==> src/rtl/add_reservation_station_if.sv <==
// Issue, CDB and adder-dispatch signals of the adder reservation station.
// The master modport drives issue/CDB/adder status; the slave (the station) drives the rest.
interface add_reservation_station_if #(
    parameter int DATA_W = 8,
    parameter int TAG_W  = 3
);
    logic              issue_valid;
    logic              issue_ready;
    logic [DATA_W-1:0] issue_src1_val;
    logic [TAG_W-1:0]  issue_src1_tag;
    logic [DATA_W-1:0] issue_src2_val;
    logic [TAG_W-1:0]  issue_src2_tag;
    logic [TAG_W-1:0]  issue_tag;
    logic              cdb_valid;
    logic [TAG_W-1:0]  cdb_tag;
    logic [DATA_W-1:0] cdb_data;
    logic              add_status;
    logic [TAG_W-1:0]  add_tag_ip;
    logic [DATA_W-1:0] source_reg1;
    logic [DATA_W-1:0] source_reg2;
    logic [2:0]        rs_count;

    modport master (
        output issue_valid, issue_src1_val, issue_src1_tag, issue_src2_val, issue_src2_tag,
        output cdb_valid, cdb_tag, cdb_data, add_status,
        input  issue_ready, issue_tag, add_tag_ip, source_reg1, source_reg2, rs_count
    );

    modport slave (
        input  issue_valid, issue_src1_val, issue_src1_tag, issue_src2_val, issue_src2_tag,
        input  cdb_valid, cdb_tag, cdb_data, add_status,
        output issue_ready, issue_tag, add_tag_ip, source_reg1, source_reg2, rs_count
    );
endinterface

==> src/rtl/add_reservation_station.sv <==
// Tomasulo reservation station for the adder: holds issued adds until both operands
// are known, dispatches one ready entry at a time, and frees entries on their own CDB tag.
module add_reservation_station #(
    parameter int NUM_ENTRIES = 3,
    parameter int DATA_W      = 8,
    parameter int TAG_W       = 3,
    parameter int TAG_BASE    = 1
) (
    input logic clk,
    input logic rst_n,
    add_reservation_station_if.slave bus
);
    localparam int N = NUM_ENTRIES;

    logic [N-1:0]      busy_q, busy_d, disp_q, disp_d;
    logic [DATA_W-1:0] v1_q [N];
    logic [DATA_W-1:0] v1_d [N];
    logic [DATA_W-1:0] v2_q [N];
    logic [DATA_W-1:0] v2_d [N];
    logic [TAG_W-1:0]  q1_q [N];
    logic [TAG_W-1:0]  q1_d [N];
    logic [TAG_W-1:0]  q2_q [N];
    logic [TAG_W-1:0]  q2_d [N];
    logic [TAG_W-1:0]  add_tag_q, add_tag_d;
    logic [DATA_W-1:0] src1_q, src1_d, src2_q, src2_d;
    logic [2:0]        cnt_q, cnt_d;

    logic       free_found, cand_found, cdb_hit, do_issue, do_dispatch;
    logic [2:0] free_idx, cand_idx;

    function automatic logic [TAG_W-1:0] own_tag(input int i);
        return TAG_W'(TAG_BASE + i);
    endfunction

    // Priority pickers scan downward so the lowest index wins.
    always_comb begin
        free_found = 1'b0;
        free_idx   = '0;
        cand_found = 1'b0;
        cand_idx   = '0;
        for (int i = N - 1; i >= 0; i--) begin
            if (!busy_q[i]) begin
                free_found = 1'b1;
                free_idx   = 3'(i);
            end
            if (busy_q[i] && !disp_q[i] && q1_q[i] == '0 && q2_q[i] == '0) begin
                cand_found = 1'b1;
                cand_idx   = 3'(i);
            end
        end
    end

    assign cdb_hit     = bus.cdb_valid && (bus.cdb_tag != '0);
    assign do_issue    = bus.issue_valid && free_found;
    assign do_dispatch = cand_found && !bus.add_status && (add_tag_q == '0);

    always_comb begin
        busy_d    = busy_q;
        disp_d    = disp_q;
        v1_d      = v1_q;
        v2_d      = v2_q;
        q1_d      = q1_q;
        q2_d      = q2_q;
        add_tag_d = '0;
        src1_d    = src1_q;
        src2_d    = src2_q;
        cnt_d     = '0;
        for (int i = 0; i < N; i++) begin
            if (busy_q[i]) begin
                if (cdb_hit && q1_q[i] == bus.cdb_tag) begin
                    v1_d[i] = bus.cdb_data;
                    q1_d[i] = '0;
                end
                if (cdb_hit && q2_q[i] == bus.cdb_tag) begin
                    v2_d[i] = bus.cdb_data;
                    q2_d[i] = '0;
                end
                // Only a dispatched entry can be completed by its own tag.
                if (bus.cdb_valid && bus.cdb_tag == own_tag(i) && disp_q[i]) begin
                    busy_d[i] = 1'b0;
                    disp_d[i] = 1'b0;
                end
            end
            if (do_dispatch && 3'(i) == cand_idx) begin
                add_tag_d = own_tag(i);
                src1_d    = v1_q[i];
                src2_d    = v2_q[i];
                disp_d[i] = 1'b1;
            end
            if (do_issue && 3'(i) == free_idx) begin
                busy_d[i] = 1'b1;
                disp_d[i] = 1'b0;
                v1_d[i]   = bus.issue_src1_val;
                q1_d[i]   = bus.issue_src1_tag;
                v2_d[i]   = bus.issue_src2_val;
                q2_d[i]   = bus.issue_src2_tag;
                if (cdb_hit && bus.issue_src1_tag == bus.cdb_tag) begin
                    v1_d[i] = bus.cdb_data;
                    q1_d[i] = '0;
                end
                if (cdb_hit && bus.issue_src2_tag == bus.cdb_tag) begin
                    v2_d[i] = bus.cdb_data;
                    q2_d[i] = '0;
                end
            end
        end
        for (int i = 0; i < N; i++) begin
            cnt_d = cnt_d + 3'(busy_d[i]);
        end
    end

    always_ff @(posedge clk or negedge rst_n) begin
        if (!rst_n) begin
            busy_q    <= '0;
            disp_q    <= '0;
            add_tag_q <= '0;
            src1_q    <= '0;
            src2_q    <= '0;
            cnt_q     <= '0;
            for (int i = 0; i < N; i++) begin
                v1_q[i] <= '0;
                v2_q[i] <= '0;
                q1_q[i] <= '0;
                q2_q[i] <= '0;
            end
        end else begin
            busy_q    <= busy_d;
            disp_q    <= disp_d;
            add_tag_q <= add_tag_d;
            src1_q    <= src1_d;
            src2_q    <= src2_d;
            cnt_q     <= cnt_d;
            for (int i = 0; i < N; i++) begin
                v1_q[i] <= v1_d[i];
                v2_q[i] <= v2_d[i];
                q1_q[i] <= q1_d[i];
                q2_q[i] <= q2_d[i];
            end
        end
    end

    assign bus.issue_ready = free_found;
    assign bus.issue_tag   = TAG_W'(TAG_BASE) + TAG_W'(free_idx);
    assign bus.add_tag_ip  = add_tag_q;
    assign bus.source_reg1 = src1_q;
    assign bus.source_reg2 = src2_q;
    assign bus.rs_count    = cnt_q;
endmodule

==> src/flat_wrapper.sv <==
// flat-port wrapper written by rule: the top's interface ports become plain ports
module add_reservation_station_flat 
#(
    parameter int NUM_ENTRIES = 3,
    parameter int DATA_W      = 8,
    parameter int TAG_W       = 3,
    parameter int TAG_BASE    = 1
)
  (clk, rst_n, bus_issue_valid, bus_issue_src1_val, bus_issue_src1_tag, bus_issue_src2_val, bus_issue_src2_tag, bus_cdb_valid, bus_cdb_tag, bus_cdb_data, bus_add_status, bus_issue_ready, bus_issue_tag, bus_add_tag_ip, bus_source_reg1, bus_source_reg2, bus_rs_count);
  add_reservation_station_if #(.DATA_W(DATA_W), .TAG_W(TAG_W)) bus_i ();
  input logic clk;
  input logic rst_n;
  input wire logic [$bits(bus_i.issue_valid)-1:0] bus_issue_valid;
  input wire logic [$bits(bus_i.issue_src1_val)-1:0] bus_issue_src1_val;
  input wire logic [$bits(bus_i.issue_src1_tag)-1:0] bus_issue_src1_tag;
  input wire logic [$bits(bus_i.issue_src2_val)-1:0] bus_issue_src2_val;
  input wire logic [$bits(bus_i.issue_src2_tag)-1:0] bus_issue_src2_tag;
  input wire logic [$bits(bus_i.cdb_valid)-1:0] bus_cdb_valid;
  input wire logic [$bits(bus_i.cdb_tag)-1:0] bus_cdb_tag;
  input wire logic [$bits(bus_i.cdb_data)-1:0] bus_cdb_data;
  input wire logic [$bits(bus_i.add_status)-1:0] bus_add_status;
  output wire logic [$bits(bus_i.issue_ready)-1:0] bus_issue_ready;
  output wire logic [$bits(bus_i.issue_tag)-1:0] bus_issue_tag;
  output wire logic [$bits(bus_i.add_tag_ip)-1:0] bus_add_tag_ip;
  output wire logic [$bits(bus_i.source_reg1)-1:0] bus_source_reg1;
  output wire logic [$bits(bus_i.source_reg2)-1:0] bus_source_reg2;
  output wire logic [$bits(bus_i.rs_count)-1:0] bus_rs_count;
  assign bus_i.issue_valid = bus_issue_valid;
  assign bus_i.issue_src1_val = bus_issue_src1_val;
  assign bus_i.issue_src1_tag = bus_issue_src1_tag;
  assign bus_i.issue_src2_val = bus_issue_src2_val;
  assign bus_i.issue_src2_tag = bus_issue_src2_tag;
  assign bus_i.cdb_valid = bus_cdb_valid;
  assign bus_i.cdb_tag = bus_cdb_tag;
  assign bus_i.cdb_data = bus_cdb_data;
  assign bus_i.add_status = bus_add_status;
  assign bus_issue_ready = bus_i.issue_ready;
  assign bus_issue_tag = bus_i.issue_tag;
  assign bus_add_tag_ip = bus_i.add_tag_ip;
  assign bus_source_reg1 = bus_i.source_reg1;
  assign bus_source_reg2 = bus_i.source_reg2;
  assign bus_rs_count = bus_i.rs_count;
  add_reservation_station #(.NUM_ENTRIES(NUM_ENTRIES), .DATA_W(DATA_W), .TAG_W(TAG_W), .TAG_BASE(TAG_BASE)) u_core (.clk(clk), .rst_n(rst_n), .bus(bus_i));
endmodule
==> config.mk <==
export PLATFORM = sky130hd
export DESIGN_NAME = add_reservation_station_flat
export DESIGN_NICKNAME = d
export VERILOG_FILES = /design/src/rtl/add_reservation_station_if.sv /design/src/rtl/add_reservation_station.sv /design/src/flat_wrapper.sv
export SDC_FILE = /design/constraint.sdc
export NUM_CORES = 1
export LEC_CHECK = 0
export BUFFER_PORTS_ARGS = -buffer_cell sky130_fd_sc_hd__buf_4
export CORE_MARGIN = 2
export CORE_UTILIZATION = 31
export CTS_CLUSTER_DIAMETER = 30
export DETAILED_ROUTE_END_ITERATION = 8
export GPL_ROUTABILITY_DRIVEN = 0
export GPL_TIMING_DRIVEN = 0
export MAX_ROUTING_LAYER = met4
export PLACE_DENSITY = 0.57
export RECOVER_POWER = 50
export SYNTH_ARGS = -nofsm -noshare
export SYNTH_HDL_FRONTEND = slang
export SYNTH_SLANG_ARGS = --single-unit
==> constraint.sdc <==
create_clock -name clk -period 2.5 [get_ports clk]
set_clock_uncertainty 0.05 [all_clocks]
set_input_delay 0.5 -clock clk [delete_from_list [all_inputs] [get_ports clk]]
set_output_delay 0.5 -clock clk [all_outputs]
set_load 0.02 [all_outputs]
**After elaboration in Yosys (flattened, before gate mapping)**

Index checks and enable logic that the tools add are counted.

- Flip-flop bits (word level): 93
- Input bits: 38
- Output and inout port bits: 26
- Word-level logic and storage cells: 192

- Add/sub/neg operators: 3
- Equal/unequal tests: 15
- Multiplexer cells: 82
- Reduce and logical (&&, ||, !) cells: 72

Operators with widths:

| kind | number |
|---|---|
| 8-bit 2-to-1 mux | 26 |
| 3-bit 2-to-1 mux | 20 |
| 1-bit logical AND | 33 |
| 1-bit 2-to-1 mux | 28 |
| 3-bit zero test | 9 |
| 3-bit equality test | 8 |
| 3-bit nonzero test | 8 |
| 2-bit AND reduction | 9 |
| 2-bit nonzero test | 9 |
| 2-bit 2-to-1 mux | 8 |
| 3-bit by 2-bit equality test with 1-bit output, second input constant | 2 |
| 1-bit by 2-bit equality test with 1-bit output, first input constant | 2 |
| 2-bit equality test, first input constant | 2 |
| 1-bit zero test | 4 |
| 1-bit by 2-bit adder with 3-bit output, first input constant | 1 |
| 3-bit by 1-bit adder with 3-bit output | 1 |
| 3-bit by 1-bit equality test with 1-bit output, second input constant | 1 |
| 1-bit by 1-bit adder with 2-bit output | 1 |

**Depth between registers and ports, before layout**

- Word-level depth: 13
- Depth in mapped cells: 8
- Gate-level depth less buffers: 7

**Least setup slack after synthesis**

Ideal clock, no wire load.

- Path kind: in2reg
- Start point: input bus_cdb_tag[1]
- End point: register u_core.cnt_q[2], in the netlist u_core.bus.rs_count[2]
- Data arrival time: 1950 ps
- Slack: 378 ps
- Stages on the path: 7
- Buffers on the path: 2
- Path through: buf_2 > buf_2 > and4b_1 > a21oi_1 > ha_1 > ha_1 > ha_1

- Word-level cells in the longest chain between the ends: 8
- Elaborated cells on any way between the ends: 20

Ends and longest elaborated chain:

| what | RTL line | text |
|---|---|---|
| start: declaration | flat_wrapper.sv:19 | `input wire logic [$bits(bus_i.cdb_tag)-1:0] bus_cdb_tag;` |
| 3-bit by 1-bit equality test with 1-bit output | add_reservation_station.sv:79 | `if (bus.cdb_valid && bus.cdb_tag == own_tag(i) && disp_q[i]) begin` |
| 1-bit logical AND (2 in a row) | add_reservation_station.sv:79 |  |
| 1-bit 2-to-1 mux | add_reservation_station.sv:79 |  |
| 1-bit 2-to-1 mux | add_reservation_station.sv:69 | `if (busy_q[i]) begin` |
| 1-bit 2-to-1 mux | add_reservation_station.sv:90 | `if (do_issue && 3'(i) == free_idx) begin` |
| net u_core.busy_d[0] | add_reservation_station.sv:15 | `logic [N-1:0] busy_q, busy_d, disp_q, disp_d;` |
| 1-bit by 1-bit adder with 2-bit output | add_reservation_station.sv:108 | `cnt_d = cnt_d + 3'(busy_d[i]);` |
| 3-bit by 1-bit adder with 3-bit output | add_reservation_station.sv:108 |  |
| net u_core.cnt_d[2] | add_reservation_station.sv:26 | `logic [2:0] cnt_q, cnt_d;` |
| end signal: assignment | add_reservation_station.sv:132 | `cnt_q <= cnt_d;` |
| end: declaration | add_reservation_station.sv:26 |  |

The timed path passes the listed nets, and every way through them passes these cells.
A chain may end at the register's enable or synchronous reset.

**Worst setup path after layout**

- Start point: input bus_cdb_tag[2]
- End point: register u_core.v1_q[2] (netlist bit)

- Word-level cells in the longest chain between the ends: 5
- Elaborated cells on any way between the ends: 10

Ends and longest elaborated chain:

| what | RTL line | text |
|---|---|---|
| 3-bit nonzero test | add_reservation_station.sv:53 | `assign cdb_hit = bus.cdb_valid && (bus.cdb_tag != '0);` |
| 1-bit logical AND | add_reservation_station.sv:53 |  |
| 1-bit logical AND, on equally long branches | add_reservation_station.sv:97, add_reservation_station.sv:70 |  |
| 8-bit 2-to-1 mux / 2-bit nonzero test (equally long branches) | n/a |  |
| 8-bit 2-to-1 mux / 2-bit AND reduction (equally long branches) | n/a |  |
| end signal: indexed assignment | add_reservation_station.sv:134 | `v1_q[i] <= v1_d[i];` |
| end: declaration | add_reservation_station.sv:16 | `logic [DATA_W-1:0] v1_q [N];` |

Parallel ways exist; a longest one is shown, timed or not.

==> impl_metrics.json <==
{
  "outcome": "finished clean",
  "drt-wirelength-per-cell_um": 21.6,
  "die_area_um2": 16300,
  "worstPathCellList": "buf_4, buf_4, o311ai_1, nor4_1, o21bai_2, a21oi_1",
  "setup_slack_ns": 0.0665,
  "grt_antenna_before_repair": 0,
  "worstSetupEndpointType": "flip-flop",
  "via_count": 4357,
  "cp_max_fo": 10,
  "cp_top_family": "compound AO/OA/AOI/OAI gates",
  "synth.largest_area_cell": "dfrtp_1",
  "max_stage_delay_ns": 0.95,
  "insertion_delay_ns": 0.36,
  "power.switching_mw": 3.27,
  "min_period_ns": 2.43,
  "pre_cts_slack_ns": -0.234,
  "leakage_nw": 2.42,
  "multiInputGateArea_um2": 2210,
  "postSynthAreaPerCell_um2": 10.4,
  "slowest_stage": "o311ai_1",
  "tightestPinTransition_ns": 1.33,
  "die_w_um": 128,
  "synth.distinct_cells": 44,
  "synth_top_family_by_area": "compound AO/OA/AOI/OAI gates",
  "initial_core_util": 0.315,
  "dp_hpwl_um": 10500,
  "synth_flop_cell": "dfrtp_1",
  "synth_compound_area_frac": 0.290,
  "finalInstanceArea_um2": 5750,
  "cp_data_required_time_ns": 2.73,
  "synth_enable_flop_cells": 0,
  "rows": 45,
  "pwr-share-seq": 0.356,
  "ff_latch_area_um2": 2330,
  "crit_type": "primary input to flip-flop",
  "fmax_mhz": 411,
  "layout-drive-gt1-share": 0.215,
  "seq_area_frac_synth": 0.490,
  "arrival_ns": 2.66,
  "die_h_um": 128,
  "hp-class": "primary input to asynchronous set/reset pin",
  "h-tree-depth": 3,
  "yosys.area_share.simple": 0.109,
  "yosys_warnings": 0,
  "synth_area_um2": 4750,
  "n_antenna_cell": 0,
  "fin_hold_ws_ns": 0.387,
  "portBuffers": 59,
  "total_power_mw": 7.64,
  "ys_seq_elements": 93,
  "clk_pin_slew_worst_paths_ns": 0.06,
  "via_per_inst": 6.03,
  "clkSinkCount": 93,
  "setup_viol": 0,
  "syn_to_final_growth_pct": 21.2,
  "drtPass1Iterations": 6,
  "hold_viol_final": 0,
  "grt_pass1_vias": 4310,
  "cts-root-buf": "clkbuf_16",
  "grt_start_max_net_pins": 94,
  "cts_made_buffers": 9,
  "grt_pass1_wl_um": 24400,
  "drt_wl_total_um": 15600,
  "synth_area_leaders": "dfrtp_1 49%, o22ai_1 8.8%, a21oi_1 5.5%, xor2_1 4.4%, o41ai_2 4.1%",
  "drtIter0Drc": 466,
  "synthAdderAreaFrac": 0.0121,
  "synth-xor-area-share": 0.0443,
  "powerDensity_nw_per_um2": 1330,
  "fill_cells": 1525,
  "overflow": 0,
  "ir_worst_vdd_uv": 522,
  "pwr-share-comb": 0.464,
  "synthCells": 455,
  "synth_mux_area_frac": 0,
  "p_clk_frac": 0.180,
  "worst_setup_path_start_kind": "primary input",
  "cts_hold_buf": 0,
  "io_pins": 64,
  "p_sw_frac": 0.428,
  "cp_common_cell": "buf_4",
  "cts_tree": "yes",
  "route.detailed.drc": 0,
  "maxSlewHeadroom": 0.114,
  "internal_power_mw": 4.37,
  "num-nets-final": 571,
  "crit_buf_inv": 2,
  "ant_nets": 0,
  "async_flop_share": 1.00,
  "drv_cap": 0,
  "clockBufferDepth": 2,
  "core_um2": 15100,
  "slew_viol_final": 0,
  "final.period_utilization": 0.973,
  "postPlaceCellArea_um2": 5430,
  "grt.total_usage": 0.201,
  "synth.top_cell.area_share": 0.490
}
worst paths after layout:
kind	from	endpoint	slack (ns)	cells past startpoint
worst max register to register	u_core.q1_q[8]$_DFFE_PN0P_	u_core.bus.source_reg2[6]$_DFFE_PN0P_	0.12	5
max in group asynchronous	rst_n	u_core.v2_q[4]$_DFFE_PN0P_	1.15	1
worst min-delay path	rst_n	u_core.q2_q[6]$_DFFE_PN0P_	0.39	1
min in group clk	bus_issue_src1_val[7]	u_core.v1_q[7]$_DFFE_PN0P_	0.39	3
worst min register to register	u_core.v2_q[21]$_DFFE_PN0P_	u_core.bus.source_reg2[5]$_DFFE_PN0P_	0.46	2
worst max-delay path	bus_cdb_tag[2]	u_core.v1_q[2]$_DFFE_PN0P_	0.07	6
per-stage QoR:
step           utilization  setup TNS (ns)  std cells
2_1_floorplan            -               0        456
3_3_place_gp         0.360           -6.18        703
6_report             0.381               0        722
4_1_cts              0.379               0        719
3_5_place_dp         0.360           -7.60        703
5_1_grt              0.381          -0.279        722
logic make-up after synthesis:
kind of cell | count (synthesis)
AO/OA/AOI/OAI | 194
XOR/XNOR | 24
adder cells (fa/ha/maj) | 4
buffers and inverters | 53
flip-flops | 93
other | 1
AND/OR/NAND/NOR | 86
power groups by stage:
stage	Combinational (mW)	Sequential (mW)	Clock, mW
after floorplan	2.14	2.81	0
after global placement	3.41	2.71	0
after detailed placement	3.49	2.73	0
after CTS	3.51	2.71	1.41
after global routing	3.88	2.80	1.45
final	3.55	2.72	1.38
flip-flops by register name (all words and copies together) (netlist names), 8 cells and up:
name,flops
u_core.v2_q,24
u_core.q2_q,9
u_core.bus.source_reg2,8
u_core.q1_q,9
u_core.bus.source_reg1,8
u_core.v1_q,24
placed cells by master, fill, tap and decap left out, types with 5 or more instances in the layout:
master     instances
dfrtp_1           93
o22ai_1           67
buf_4             58
a21oi_1           52
nand2_1           31
inv_1             25
xor2_1            24
or4_1             20
a32oi_1           17
clkbuf_1          16
o221ai_1          16
o21ai_0           15
o41ai_2           10
buf_2              9
clkbuf_16          9
o21bai_2           6
nor2_1             5
nor4_1             5
synthesized netlist by cell type, drive strengths merged (4+ instances only):
| cell | number |
|---|---|
| dfrtp | 93 |
| o22ai | 67 |
| a21oi | 52 |
| nand2 | 31 |
| inv | 25 |
| xor2 | 24 |
| or4 | 21 |
| buf | 18 |
| a32oi | 17 |
| o21ai | 17 |
| o221ai | 16 |
| o41ai | 12 |
| clkbuf | 10 |
| nor2 | 6 |
| nor4 | 6 |
| o21bai | 6 |
| nor3 | 4 |
final cells by class:
type,count,share of cell area
well taps,188,0.0409
repair buffers,62,0.0757
plain buffers,28,0.0280
clock inverters,5,0.00870
multi-input cells,310,0.384
inverters,25,0.0163
clock buffers,11,0.0422
flip-flops and latches,93,0.404
metal layers:
layer	vias up	routed length (um)	GRT usage
met3	29	1210	0.0267
met1	2175	6500	0.269
li1	1927	-	-
met4	0	361	0.0750
met2	226	7530	0.314
met5	-	0	-
what timing repair did:
action	CTS	global route
pin swaps	0	1
hold endpoints to repair	0	0
gates cloned	0	0
endpoints found under the setup margin	2	24
gates resized for setup	1	8
buffers inserted	0	3
Power figures use the tool's default switching activity.
